--- config.mk ---
export PLATFORM = sky130hd
export DESIGN_NAME = one_two_demux_buf
export DESIGN_NICKNAME = d
export VERILOG_FILES = /design/src/rtl/one_two_demux_buf_pkg.sv /design/src/rtl/demux_chan_fifo.sv /design/src/rtl/one_two_demux_buf.sv
export SDC_FILE = /design/constraint.sdc
export NUM_CORES = 1
export LEC_CHECK = 0
export CELL_PAD_IN_SITES_DETAIL_PLACEMENT = 0
export CELL_PAD_IN_SITES_GLOBAL_PLACEMENT = 1
export CORE_MARGIN = 10
export CORE_UTILIZATION = 41
export DETAILED_ROUTE_END_ITERATION = 10
export PLACE_DENSITY = 0.77
export SETUP_SLACK_MARGIN = 0.05
export SYNTH_ARGS = -nofsm -noshare
export SYNTH_HDL_FRONTEND = slang
export SYNTH_SLANG_ARGS = --single-unit
--- constraint.sdc ---
create_clock -name CLK -period 1.69 [get_ports CLK]
set_input_delay 0.169 -clock CLK [delete_from_list [all_inputs] [get_ports CLK]]
set_output_delay 0.169 -clock CLK [all_outputs]
set_load 0.005 [all_outputs]
--- src/rtl/one_two_demux_buf_pkg.sv ---
// Shared constants and types for the buffered 1-to-2 demultiplexer.
// Holds the default data width and FIFO depth, and the pointer-width helper.
package one_two_demux_buf_pkg;

  localparam int DEF_W     = 8;
  localparam int DEF_DEPTH = 2;

  typedef enum logic {
    CH0 = 1'b0,
    CH1 = 1'b1
  } chan_e;

  // Pointer width for a power-of-two depth; kept at least 1 bit wide.
  function automatic int ptr_w(input int depth);
    return (depth > 1) ? $clog2(depth) : 1;
  endfunction

endpackage

--- src/rtl/demux_chan_fifo.sv ---
// Single-clock channel FIFO with a registered head-of-queue output.
// The head register holds the last word read once the FIFO drains.
module demux_chan_fifo
  import one_two_demux_buf_pkg::*;
#(
  parameter int W     = DEF_W,
  parameter int DEPTH = DEF_DEPTH
) (
  input  logic         clk,
  input  logic         rst,
  input  logic         push,
  input  logic [W-1:0] din,
  input  logic         pop_ready,
  output logic [W-1:0] head,
  output logic         valid,
  output logic         full
);

  localparam int PTR_W = ptr_w(DEPTH);
  localparam int CNT_W = PTR_W + 1;

  typedef logic [PTR_W-1:0] ptr_t;
  typedef logic [CNT_W-1:0] cnt_t;

  logic [W-1:0] mem [DEPTH];
  ptr_t         wr_ptr;
  ptr_t         rd_ptr;
  ptr_t         rd_nxt;
  cnt_t         count;
  logic         push_ok;
  logic         pop;

  assign valid   = (count != '0);
  assign full    = (count == cnt_t'(DEPTH));
  assign push_ok = push && !full;
  assign pop     = pop_ready && valid;
  assign rd_nxt  = rd_ptr + ptr_t'(1);

  // NOTE: sequential state uses non-blocking assignments so every register
  // samples the pre-edge values regardless of statement order.
  always_ff @(posedge clk or posedge rst) begin
    if (rst) begin
      wr_ptr <= '0;
      rd_ptr <= '0;
      count  <= '0;
      head   <= '0;
    end else begin
      if (push_ok) wr_ptr <= wr_ptr + ptr_t'(1);
      if (pop)     rd_ptr <= rd_nxt;

      case ({push_ok, pop})
        2'b10:   count <= count + cnt_t'(1);
        2'b01:   count <= count - cnt_t'(1);
        default: count <= count;
      endcase

      // Head tracks the oldest word: load on first push, advance on pop,
      // and hold the last word read when the FIFO empties.
      if (push_ok && !valid)
        head <= din;
      else if (pop && (count != cnt_t'(1)))
        head <= mem[rd_nxt];
      else if (pop && push_ok)
        head <= din;
    end
  end

  // NOTE: the storage array has no reset; validity is carried entirely by
  // count, so clearing it would only cost reset routing.
  always_ff @(posedge clk) begin
    if (push_ok) mem[wr_ptr] <= din;
  end

endmodule

--- src/rtl/one_two_demux_buf.sv ---
// Buffered 1-to-2 demux: routes A to channel Y0/Y1 by S through per-channel FIFOs.
// Optional macro DEMUX_CNT_EN adds 16-bit accepted-word counters CNT0/CNT1.
module one_two_demux_buf
  import one_two_demux_buf_pkg::*;
#(
  parameter int W     = DEF_W,
  parameter int DEPTH = DEF_DEPTH
) (
  input  logic         CLK,
  input  logic         RST,
  input  logic [W-1:0] A,
  input  logic         A_VALID,
  output logic         A_READY,
  input  logic         S,
  output logic [W-1:0] Y0,
  output logic         Y0_VALID,
  input  logic         Y0_READY,
  output logic [W-1:0] Y1,
  output logic         Y1_VALID,
  input  logic         Y1_READY
`ifdef DEMUX_CNT_EN
  ,
  output logic [15:0]  CNT0,
  output logic [15:0]  CNT1
`endif
);

  chan_e sel;
  logic  full0;
  logic  full1;
  logic  push0;
  logic  push1;

  // Ready depends only on the selected FIFO's fill state, never on A_VALID
  // or on a same-cycle pop.
  assign sel     = chan_e'(S);
  assign A_READY = (sel == CH1) ? !full1 : !full0;
  assign push0   = A_VALID && A_READY && (sel == CH0);
  assign push1   = A_VALID && A_READY && (sel == CH1);

  demux_chan_fifo #(.W(W), .DEPTH(DEPTH)) u_fifo0 (
    .clk       (CLK),
    .rst       (RST),
    .push      (push0),
    .din       (A),
    .pop_ready (Y0_READY),
    .head      (Y0),
    .valid     (Y0_VALID),
    .full      (full0)
  );

  demux_chan_fifo #(.W(W), .DEPTH(DEPTH)) u_fifo1 (
    .clk       (CLK),
    .rst       (RST),
    .push      (push1),
    .din       (A),
    .pop_ready (Y1_READY),
    .head      (Y1),
    .valid     (Y1_VALID),
    .full      (full1)
  );

`ifdef DEMUX_CNT_EN
  always_ff @(posedge CLK or posedge RST) begin
    if (RST) begin
      CNT0 <= '0;
      CNT1 <= '0;
    end else begin
      if (push0) CNT0 <= CNT0 + 16'd1;
      if (push1) CNT1 <= CNT1 + 16'd1;
    end
  end
`endif

endmodule

==> flow_summary_export.csv, run 1 <==
group,metric,value,unit
outcome,outcome,"complete, but fails checks",
outcome,violations,"negative setup slack",
timing,tightest_slew,0.514,ns
cells_and_area,drive_gt1_frac,0.460,
cells_and_area,fin_cells,301,
timing,rsz0062_at_grt,"true",
worst_setup_path,critPathRequiredTime,1.89,ns
clocking,ctsLongestPathBuffers,2,
placed_design,pre_cts_ws,-0.0689,ns
worst_setup_path,r2r-start,"u_fifo0.count[0]$_DFFE_PP0P_",
power_and_ir_drop,combPwrFrac,0.490,
global_route,grt_pass1_vias,1664,
detailed_routing,wl_per_cell,17.2,um
detailed_routing,first_pass_iters,4,
placed_design,dp_cells,287,
cells_and_area,diodes,0,
clocking,htree_levels,2,
yosys,ys_types,24,
timing,tns,-0.0368,ns
worst_setup_path,crit_top_cell,"buf_6",
worst_setup_path,end_kind,"flip-flop",
power_and_ir_drop,switching_power,1.82,mW
detailed_routing,viasPerCell,4.84,
yosys,ys_seq_elements,56,
global_route,grt_pass1_wl,8.59,mm
placed_design,gp_congestion,0.773,
power_and_ir_drop,seqPwrFrac,0.346,
timing,finClkSkew,0.0105,ns
clocking,numCtsBuffers,5,
worst_setup_path,max_stage_delay,0.41,ns
worst_setup_path,cp-start-kind,"flip-flop",
timing,post-route-period-util,1.01,
detailed_routing,vias,1456,
clocking,clk_latency,0.31,ns
clocking,path_clk_slew,0.10,ns
worst_setup_path,path_max_fanout,4,
die,chipHeight,98.8,um
yosys,syn-cell-area,2540,um^2
worst_setup_path,worstPathArrival,1.91,ns
hold_path,min_path_type,"primary input to asynchronous set/reset pin",
die,die_x,98.8,um
die,initial_core_util,0.425,
worst_setup_path,critPathLaunch,"u_fifo0.count[0]$_DFFE_PP0P_",
cells_and_area,finalNetCount,247,
detailed_routing,route.detailed.drc,0,
power_and_ir_drop,pwr-share-clk,0.163,
worst_setup_path,crit_cells,6,
power_and_ir_drop,vdd_ir_drop_max,944,uV
die,core.rowCount,28,
clocking,clkSinkCount,56,
yosys,synth_warnings,0,
worst_setup_path,path_buf_inv,2,
placed_design,placed_cell_area,3220,um^2
timing,holdWs,0.201,ns
power_and_ir_drop,swShare,0.293,
worst_setup_path,worstPathCellList,"buf_6 -> ha_4 -> nor3b_4 -> buf_6 -> mux2_4 -> mux2_2",
detailed_routing,routed_wl,5.17,mm
detailed_routing,ant_nets,0,
timing,min_period,1.71,ns
yosys,syn_nets,176,
timing,setup_viol,4,
timing,slew_viol_final,0,
cells_and_area,final_core_util,0.592,
clocking,cts_tree,"done",
die,ios,33,
power_and_ir_drop,power,6.21,mW
yosys,ys_seq_area_frac,0.614,
yosys,avgSynthCellArea,16.5,um^2
die,fp.dieArea,9760,um^2
power_and_ir_drop,powerDensity,1750,nW/um^2
worst_setup_path,critPathTopFamily,"multiplexers",
global_route,grt_max_degree,25,
flow_run,cap_violations,0,
worst_setup_path,cp_slowest_cell,"dfrtp_1",
global_route,antenna_found_initial,0,
global_route,track_usage,0.107,
power_and_ir_drop,power.internal,4.39,mW
worst_setup_path,r2r_cells,6,
power_and_ir_drop,p_leak,1.46,nW
placed_design,io_buffers,32,
cells_and_area,area_growth,39.3,%
timing,fmax,586,MHz
timing,timing.slew.headroom,0.658,
timing,finalHoldViolCount,0,
yosys,syn_inst,154,
global_route,grt_overflow,0,
worst_setup_path,path_class,"flip-flop to flip-flop",
detailed_routing,drt_iter0_markers,74,
timing,setup_ws,-0.0161,ns
cells_and_area,postLayoutCellArea,3540,um^2
cells_and_area,fillers,431,
clocking,clockRootBuffer,"clkbuf_8",
clocking,cts_hold_buf,0,
cells_and_area,mostFrequentLayoutCells,"32 x mux2_4, 32 x edfxtp_1, 29 x clkdlybuf4s50_1, 24 x buf_4, 24 x dfrtp_1",
die,core,5990,um^2
placed_design,dp_hpwl,3.89,mm
==> sequential cells by signal, summed over array words and instances (netlist names) <==
register        flops
u_fifo0.count       2
u_fifo0.head        8
u_fifo0.mem        16
u_fifo0.rd_ptr      1
u_fifo0.wr_ptr      1
u_fifo1.count       2
u_fifo1.head        8
u_fifo1.mem        16
u_fifo1.rd_ptr      1
u_fifo1.wr_ptr      1
==> Yosys cell counts, drive strengths merged <==
| library cell | number | area [um^2] |
|---|---|---|
| nor2b | 2 | 12.5 |
| or3b | 1 | 8.76 |
| buf | 2 | 22.5 |
| nor2 | 10 | 37.5 |
| xnor2 | 6 | 52.6 |
| or2 | 1 | 6.26 |
| nor3b | 3 | 43.8 |
| edfxtp | 32 | 961 |
| a21oi | 2 | 21.3 |
| nand2 | 2 | 7.51 |
| mux2 | 36 | 480 |
| inv | 9 | 33.8 |
| and2 | 1 | 6.26 |
| xor2 | 2 | 17.5 |
| a221o | 4 | 40.0 |
| ha | 8 | 100 |
| nand3b | 1 | 20.0 |
| mux2i | 5 | 50.1 |
| o21ai | 2 | 10.0 |
| o22ai | 1 | 12.5 |
| dfrtp | 24 | 601 |
==> worst min-delay path, delay by kind of cell <==
| kind | cells | cell delay [ns] |
|---|---|---|
| buffers and inverters | 3 | 0.75 |
==> per-layer routing <==
layer	global-route usage	part of all wire
met1	0.125	0.42
met2	0.188	0.53
met3	0.0286	0.037
met4	0.0298	0.011
met5	0	0
==> logic make-up (layout without fill, tap and decap cells) <==
family	count (synthesis)	after routing	synth area share
DFF	56	56	0.614
buffers and inverters	11	83	0.0221
and+or+nand+nor	21	21	0.0561
adders and majority gates	8	8	0.0393
AOI/OAI and AO/OA	9	9	0.0329
xor gates and xnor gates	8	8	0.0275
muxes	41	41	0.208
==> what timing repair did <==
action / CTS / global route
setup endpoints to repair: 31 / 54
resized for setup: 17 / 28
buffers inserted: 3 / 3
pin swaps: 5 / 10
==> power groups by stage <==
stage	clock, mW	combinational, mW	sequential (mW)
CTS	1.03	2.89	2.14
finish	1.01	3.04	2.15
floorplan	0	1.68	2.08
global route	1.08	3.28	2.21
global placement	0	2.61	2.15
detailed placement	0	2.70	2.17
==> worst paths after layout <==
path                                               end  slack [ns]
min in group CLK           u_fifo0.head[0]$_DFFE_PP0P_        0.52
max in group asynchronous  u_fifo1.head[6]$_DFFE_PP0P_        1.24
min                        u_fifo1.head[7]$_DFFE_PP0P_        0.20
max reg2reg                u_fifo0.head[3]$_DFFE_PP0P_       -0.02
max                        u_fifo0.head[3]$_DFFE_PP0P_       -0.02
min reg2reg                u_fifo0.head[0]$_DFFE_PP0P_        0.52
==> cell type report <==
type / count / area (um^2) / area share
Inverter: 9 / 33.8 / 0.00953
Sequential cell: 56 / 1560 / 0.441
Multi-Input combinational cell: 87 / 1090 / 0.307
Tap cell: 75 / 93.8 / 0.0265
Clock buffer: 6 / 72.6 / 0.0205
Clock inverter: 2 / 60.1 / 0.0169
Timing Repair Buffer: 66 / 633 / 0.179
Power figures use the tool's default switching activity.
==> inputs of run 2 (changes only) <==
CTS_CLUSTER_DIAMETER = 60   (was default)
==> results of run 2 <==
The final DEF is identical to that of run 1; final timing and power are the same.
